<file path="config.mk">
export PLATFORM = sky130hd
export DESIGN_NAME = seq_divider_flat
export DESIGN_NICKNAME = d
export VERILOG_FILES = /design/src/rtl/seq_divider_if.sv /design/src/rtl/seq_divider.sv /design/src/flat_wrapper.sv
export SDC_FILE = /design/constraint.sdc
export NUM_CORES = 1
export LEC_CHECK = 0
export CAP_MARGIN = 15
export CORE_UTILIZATION = 59
export CTS_BUF_LIST = sky130_fd_sc_hd__clkbuf_8
export DETAILED_ROUTE_END_ITERATION = 12
export PLACE_DENSITY = 0.87
export SLEW_MARGIN = 20
export SYNTH_ARGS = -nofsm -noshare
export SYNTH_HDL_FRONTEND = slang
export SYNTH_SLANG_ARGS = --single-unit
export TNS_END_PERCENT = 50
</file>
<file path="constraint.sdc">
create_clock -name clk -period 5.9 [get_ports clk]
set_input_delay 0.59 -clock clk [delete_from_list [all_inputs] [get_ports clk]]
set_output_delay 0.59 -clock clk [all_outputs]
set_load 0.01 [all_outputs]
</file>
<file path="src/rtl/seq_divider_if.sv">
// seq_divider_if: request/result bundle for the sequential divider.
//   start      - request strobe, sampled only while the divider is idle/done
//   dividend   - unsigned numerator, captured on an accepted start
//   divisor    - unsigned denominator, captured on an accepted start
//   busy       - division in progress
//   done       - one-cycle completion strobe
//   quotient   - result, held until the next accepted start completes
//   remainder  - result, held until the next accepted start completes
//   divByZero  - divisor was zero for the reported result
// master = requester side, slave = divider side.
interface seq_divider_if #(
   parameter int WIDTH = 8
);
   logic             start;
   logic [WIDTH-1:0] dividend;
   logic [WIDTH-1:0] divisor;
   logic             busy;
   logic             done;
   logic [WIDTH-1:0] quotient;
   logic [WIDTH-1:0] remainder;
   logic             divByZero;

   modport master (
      output start, dividend, divisor,
      input  busy, done, quotient, remainder, divByZero
   );

   modport slave (
      input  start, dividend, divisor,
      output busy, done, quotient, remainder, divByZero
   );
endinterface

</file>
<file path="src/rtl/seq_divider.sv">
// seq_divider: unsigned restoring divider, one quotient bit per clock.
//   clk    - single clock, rising edge
//   reset  - asynchronous, active-high; returns to IDLE and clears outputs
//   bus    - seq_divider_if.slave (start/operands in, busy/done/results out)
// A start with divisor 0 reports quotient=all ones, remainder=dividend and
// divByZero the very next cycle without iterating. Otherwise WIDTH iterations
// run in RUN and results appear with a one-cycle done strobe.
module seq_divider #(
   parameter int WIDTH = 8
) (
   input  logic          clk,
   input  logic          reset,
   seq_divider_if.slave  bus
);
   localparam int CW = $clog2(WIDTH);

   typedef enum logic [1:0] {IDLE, RUN, DONE} state_t;

   state_t           state;
   logic [WIDTH-1:0] q;        // dividend shifting out / quotient shifting in
   logic [WIDTH-1:0] r;        // partial remainder, always < d between steps
   logic [WIDTH-1:0] d;        // captured divisor
   logic [CW-1:0]    count;
   logic             busy_r, done_r, dbz_r;
   logic [WIDTH-1:0] quot_r, rem_r;

   // The shifted remainder R' is WIDTH+1 bits, but since R < D its top bit is
   // simply r[WIDTH-1]. When that bit is set, R' >= 2^WIDTH > D and the
   // subtraction must succeed; its low WIDTH bits are then exactly the
   // WIDTH-bit chain result. So one WIDTH-bit A + ~B + 1 chain suffices, and
   // (r_top | cout) is the carry-out of the full WIDTH+1 bit subtraction.
   logic             r_top;
   logic [WIDTH-1:0] rs_lo;
   logic [WIDTH:0]   chain;
   logic             sub_ok;
   logic [WIDTH-1:0] r_next;
   logic [WIDTH-1:0] q_next;

   always_comb begin
      r_top  = r[WIDTH-1];
      rs_lo  = {r[WIDTH-2:0], q[WIDTH-1]};
      chain  = {1'b0, rs_lo} + {1'b0, ~d} + {{WIDTH{1'b0}}, 1'b1};
      sub_ok = r_top | chain[WIDTH];
      r_next = sub_ok ? chain[WIDTH-1:0] : rs_lo;
      q_next = {q[WIDTH-2:0], sub_ok};
   end

   always_ff @(posedge clk or posedge reset) begin
      if (reset) begin
         state  <= IDLE;
         q      <= '0;
         r      <= '0;
         d      <= '0;
         count  <= '0;
         busy_r <= 1'b0;
         done_r <= 1'b0;
         dbz_r  <= 1'b0;
         quot_r <= '0;
         rem_r  <= '0;
      end else begin
         case (state)
            RUN: begin
               // start is ignored here; operands live in q/d
               q     <= q_next;
               r     <= r_next;
               count <= count + CW'(1);
               if (count == CW'(WIDTH - 1)) begin
                  state  <= DONE;
                  busy_r <= 1'b0;
                  done_r <= 1'b1;
                  quot_r <= q_next;
                  rem_r  <= r_next;
               end
            end
            default: begin  // IDLE and DONE accept identically
               if (bus.start) begin
                  if (bus.divisor == '0) begin
                     state  <= DONE;
                     busy_r <= 1'b0;
                     done_r <= 1'b1;
                     dbz_r  <= 1'b1;
                     quot_r <= '1;
                     rem_r  <= bus.dividend;
                  end else begin
                     state  <= RUN;
                     busy_r <= 1'b1;
                     done_r <= 1'b0;
                     dbz_r  <= 1'b0;
                     q      <= bus.dividend;
                     r      <= '0;
                     d      <= bus.divisor;
                     count  <= '0;
                  end
               end else begin
                  state  <= IDLE;
                  busy_r <= 1'b0;
                  done_r <= 1'b0;
               end
            end
         endcase
      end
   end

   assign bus.busy      = busy_r;
   assign bus.done      = done_r;
   assign bus.divByZero = dbz_r;
   assign bus.quotient  = quot_r;
   assign bus.remainder = rem_r;
endmodule

</file>
<file path="src/flat_wrapper.sv">
// flat-port wrapper written by rule: the top's interface ports become plain ports
module seq_divider_flat 
#(
   parameter int WIDTH = 8
)
  (clk, reset, bus_start, bus_dividend, bus_divisor, bus_busy, bus_done, bus_quotient, bus_remainder, bus_divByZero);
  seq_divider_if #(.WIDTH(WIDTH)) bus_i ();
  input  logic clk;
  input  logic reset;
  input wire logic [$bits(bus_i.start)-1:0] bus_start;
  input wire logic [$bits(bus_i.dividend)-1:0] bus_dividend;
  input wire logic [$bits(bus_i.divisor)-1:0] bus_divisor;
  output wire logic [$bits(bus_i.busy)-1:0] bus_busy;
  output wire logic [$bits(bus_i.done)-1:0] bus_done;
  output wire logic [$bits(bus_i.quotient)-1:0] bus_quotient;
  output wire logic [$bits(bus_i.remainder)-1:0] bus_remainder;
  output wire logic [$bits(bus_i.divByZero)-1:0] bus_divByZero;
  assign bus_i.start = bus_start;
  assign bus_i.dividend = bus_dividend;
  assign bus_i.divisor = bus_divisor;
  assign bus_busy = bus_i.busy;
  assign bus_done = bus_i.done;
  assign bus_quotient = bus_i.quotient;
  assign bus_remainder = bus_i.remainder;
  assign bus_divByZero = bus_i.divByZero;
  seq_divider #(.WIDTH(WIDTH)) u_core (.clk(clk), .reset(reset), .bus(bus_i));
endmodule
</file>
[Word-level counts from Yosys, hierarchy flattened]
Index checks and enable logic that the tools add are counted.
Storage, ports and cells
  flip-flop bits (word level): 48
  bits of input ports: 19
  output and inout bits: 19
  word-level logic and storage cells: 58
Operators by class
  $add $sub $neg: 3
  eq/ne operators: 4
  muxes and demuxes: 30
  bitwise logic cells: 4
  reductions and logical operators: 7
Operator list (number)
  $mux 8: 15
  $add 8x8->9: 1
  $add 9x1->9 const B: 1
  $mux 3: 3
  $logic_not 8->1: 1
  $mux 1: 8
  $mux 2: 4
  $not 8->8: 1
  $reduce_and 3->1: 2
  $reduce_and 2->1: 2
  $reduce_bool 2->1: 2
  $add 3x1->3 const B: 1
  $eq 3x3->1 const B: 1
  $eq 2x1->1 const B: 1
  $ne 2x1->1 const B: 1
  $ne 2x2->1 const B: 1
  $not 1->1: 2
  $or 1x1->1: 1

[Logic depth before layout (Yosys ltp)]
  word-level depth: 7
  gate-level depth with buffers: 10
  gate-level depth less buffers: 9

[Worst setup path after synthesis]
OpenSTA, ideal clock, no wires.
  path kind: reg-to-reg
  from: reg u_core.q[7]
  to: reg u_core.rem_r[0] (netlist: u_core.bus.remainder[0])
  library setup time: 0.126 ns
  arrival time: 2.024 ns
  required time: 5.774 ns
  setup slack: 3.750 ns
  cell stages (with the launch flop): 11
  buffers on the path: 1
  clock period less this slack: 2.150 ns
  cell sequence: dfrtp_1 inv_1 ha_1 inv_1 fa_1 a211oi_2 o31ai_4 o21ai_2 buf_6 nor3_1 o32a_1
Between the ends
  cells in the longest elaborated chain, start to end: 6
RTL lines
  from (decl): RTL line seq_divider.sv:20  | logic [WIDTH-1:0] q;
  from (signal assigned): RTL line seq_divider.sv:64  | q <= q_next;
  from (signal assigned): RTL line seq_divider.sv:89  | q <= bus.dividend;
  $add 8x8->9: RTL line seq_divider.sv:42  | chain = {1'b0, rs_lo} + {1'b0, ~d} + {{WIDTH{1'b0}}, 1'b1};
  $add 9x1->9: RTL line seq_divider.sv:42
  $or 1x1->1: RTL line seq_divider.sv:43  | sub_ok = r_top | chain[WIDTH];
  $mux 8 (*): RTL line seq_divider.sv:44  | r_next = sub_ok ? chain[WIDTH-1:0] : rs_lo;
  $mux 8 (*): RTL line seq_divider.sv:67  | if (count == CW'(WIDTH - 1)) begin
  $mux 8 (*): RTL line seq_divider.sv:61  | case (state)
  to (signal assigned): RTL line seq_divider.sv:72  | rem_r <= r_next;
  to (signal assigned): RTL line seq_divider.sv:83  | rem_r <= bus.dividend;
  to (decl): RTL line seq_divider.sv:25  | logic [WIDTH-1:0] quot_r, rem_r;
Every way passes the cells marked *; elsewhere a longest branch is shown, timed or not. The select of a mux whose other input is x is not followed.
A chain may end at the register's enable or synchronous reset.

[Worst setup path in the final report]
Ends and elaborated chain as after synthesis.

==> qor.yml <==
outcome:
  status: "finished clean"
route:
  routedWlPerCell_um: 15.57
  drc: 0
  via_per_inst: 5.858
  firstDrtPassIters: 4
  via_count: 1904
  drt_iter0_markers: 188
  wirelength_um: 5060
  ant_nets: 0
synth:
  syn-cell-area_um2: 2297
  ys_ff_latch: 46
  synth_top_cell_by_area: "dfrtp_1"
  synth-async-reset-ratio_pct: 100.0
  synth_edf_count: 0
  synth_top_area_share_pct: 50.11
  syn_inst: 239
  syn_nets: 269
  synth.yosys.seq_area_share_pct: 50.11
  syn_avg_cell_area_um2: 9.612
  yosysUniqueCellTypes: 41
  yosys_warnings: 0
  yosys-top-cells-area: "dfrtp_1 (50%), nor2_1 (6.4%), ha_1 (5.4%)"
  synth_top_flop_cell: "dfrtp_1"
clock_tree:
  cts-hold-fix-buffers: 0
  clk_pin_slew_ps: 80
  clk_path_buf_depth: 2
  worst_skew_pair.late_latency_ps: 310
  numCtsBuffers: 5
  cts.sinks: 46
  postCtsSetupBuffers: 0
  root_buffer: "clkbuf_8"
  cts_max_level: 2
  cts_tree: "yes"
  cts.repair.resized: 0
pwr:
  power.density_nw_per_um2: 640.5
  p_leak_nw: 1.232
  max-vdd-ir-drop_mv: 0.3161
  total_power_mw: 1.801
worst_setup_path:
  required_ps: 6090
  cp-start-kind: "register"
  critPathMostFrequentCell: "inv_1"
  critPathMaxStageDelay_ps: 420
  cp.arrival_ps: 2690
  r2r-end: "u_core.bus.remainder[0]"
  crit_slowest_cell: "fa_1"
  ff2ff_path_depth: 9
  worst-path-max-fanout: 11
  path_cells: "inv_1 -> ha_1 -> inv_1 -> fa_1 -> a211oi_2 -> o31ai_4 -> o21ai_2 -> nor3_1 -> o32a_1"
  rr_startpoint: "u_core.q[7]"
  critPathLaunch: "u_core.q[7]"
  end_kind: "register"
  r2r_slack_ps: 3400
  critPathKind: "register to register"
  critPathCapture: "u_core.bus.remainder[0]"
floorplan:
  chipHeight_um: 64.40
  die_w_um: 64.40
  dieArea_um2: 4147
  io_pins: 38
  rows: 22
  initial_core_util_pct: 62.28
  core_area_um2: 3689
finish:
  final_cell_mix: "dfrtp_1 (46), nor2_1 (39), clkdlybuf4s50_1 (37), nand2_1 (25), nand3_1 (16)"
  utilization_pct: 76.22
  fin_nets: 306
  fin_cells: 325
  diodes: 0
  fill_cells: 264
  final_area_um2: 2811
  final_common_cell: "dfrtp_1"
  drive_gt1_share_pct: 9.386
  area_growth_pct: 22.39
placement:
  gp_congestion: 0.9241
  dp.cells: 317
  dp_hpwl_um: 3611
  post-place-ws_ps: 3112
  io_buffer_count: 37
  place_area_um2: 2695
min_path:
  hp-class: "register to register"
global_routing:
  grt_use_total_pct: 27.44
  grt_max_degree: 47
  grt_antenna_before_repair: 0
  grt_overflow_total: 0
  grt_pass1_vias: 1785
  grt_pass1_wl_um: 8452
sta:
  finalMaxSlewViolations: 0
  tightest_slew_ps: 813.2
  rsz0062_at_grt: "false"
  setup_viol: 0
  fmax_mhz: 399.9
  whs_ps: 504.9
  fin_setup_tns_ps: 0
  postLayoutSetupSlackWorst_ps: 3399
  max-slew-margin-rel_pct: 45.78
  hold_violations: 0
  clock_skew_ps: 12.76
  min_period_over_period_pct: 42.39
  fin_crit_ps: 2501
job:
  max-cap-violations: 0
worst min path at each step:
stage	start	to	slack [ps]	cells after the start
2_1_floorplan	u_core.r[7]	u_core.r[7]	450	2
3_3_place_gp	u_core.bus.divByZero	u_core.bus.divByZero	470	2
3_5_place_dp	u_core.d[5]	u_core.d[5]	490	1
4_1_cts	u_core.d[5]	u_core.d[5]	510	1
5_1_grt	u_core.d[5]	u_core.d[5]	540	1
6_report	u_core.count[0]	u_core.count[0]	500	1
critical path, delay by kind of cell, from the launching register on:
family | cells | cell delay, ps
buffers and inverters | 2 | 120
DFF | 1 | 390
adders and majority gates | 2 | 580
AOI/OAI and AO/OA | 4 | 1170
and+or+nand+nor | 1 | 120
sequential cells by signal, indices dropped and copies added (netlist names):
name and count:
u_core.bus.remainder 8, u_core.bus.quotient 8, u_core.r 8, u_core.state 1, u_core.bus.done 1, u_core.d 8, u_core.q 8, u_core.bus.divByZero 1
u_core.count 3
cell type report:
cell class / instances / area (um^2) / share of cell area (%)
clock buffers: 5 / 68.82 / 2.448
clock inverters: 3 / 43.79 / 1.558
inverters: 10 / 37.54 / 1.335
multi-input cells: 174 / 1065 / 37.87
flip-flops and latches: 46 / 1151 / 40.94
well taps: 48 / 60.06 / 2.136
repair buffers: 39 / 385.4 / 13.71
routing by layer:
layer	wire (um)	vias up	share of wire, %	global-route usage [%]
met5	0	-	0	0
met4	40	0	0.79	7.500
met3	226	6	4.5	6.429
met2	2506	52	50	42.50
met1	2287	917	45	38.65
li1	-	929	-	-
kinds of logic after synthesis:
group	after synthesis	synth area share [%]
buffers and inverters	19	3.704
AO/OA/AOI/OAI	51	15.31
XOR/XNOR	2	0.7627
adder cells (fa/ha/maj)	11	6.318
flip-flops	46	50.11
AND/OR/NAND/NOR	102	19.88
multiplexers	8	3.922
power by group:
group | switching (mW) | internal [mW]
combinational | 0.556 | 0.440
clock | 0.112 | 0.127
sequential | 0.0959 | 0.470
total | 0.764 | 1.04
synthesized netlist by cell type (2+ instances only):
cell type  instances
xor2_1             2
buf_2              2
mux2_2             8
o22ai_1            7
a21o_1             2
dfrtp_1           46
a21oi_1            8
clkbuf_1           4
nand3b_1           2
nand2_2            2
o21ai_0           13
nor2b_1            2
nand3_1           16
and3_1             2
ha_1              10
nand2_1           25
inv_1             10
nor3_1             9
a22o_1             2
a31oi_1            7
nor4_1             2
nor2_1            39
(Power assumes the default switching activity.)
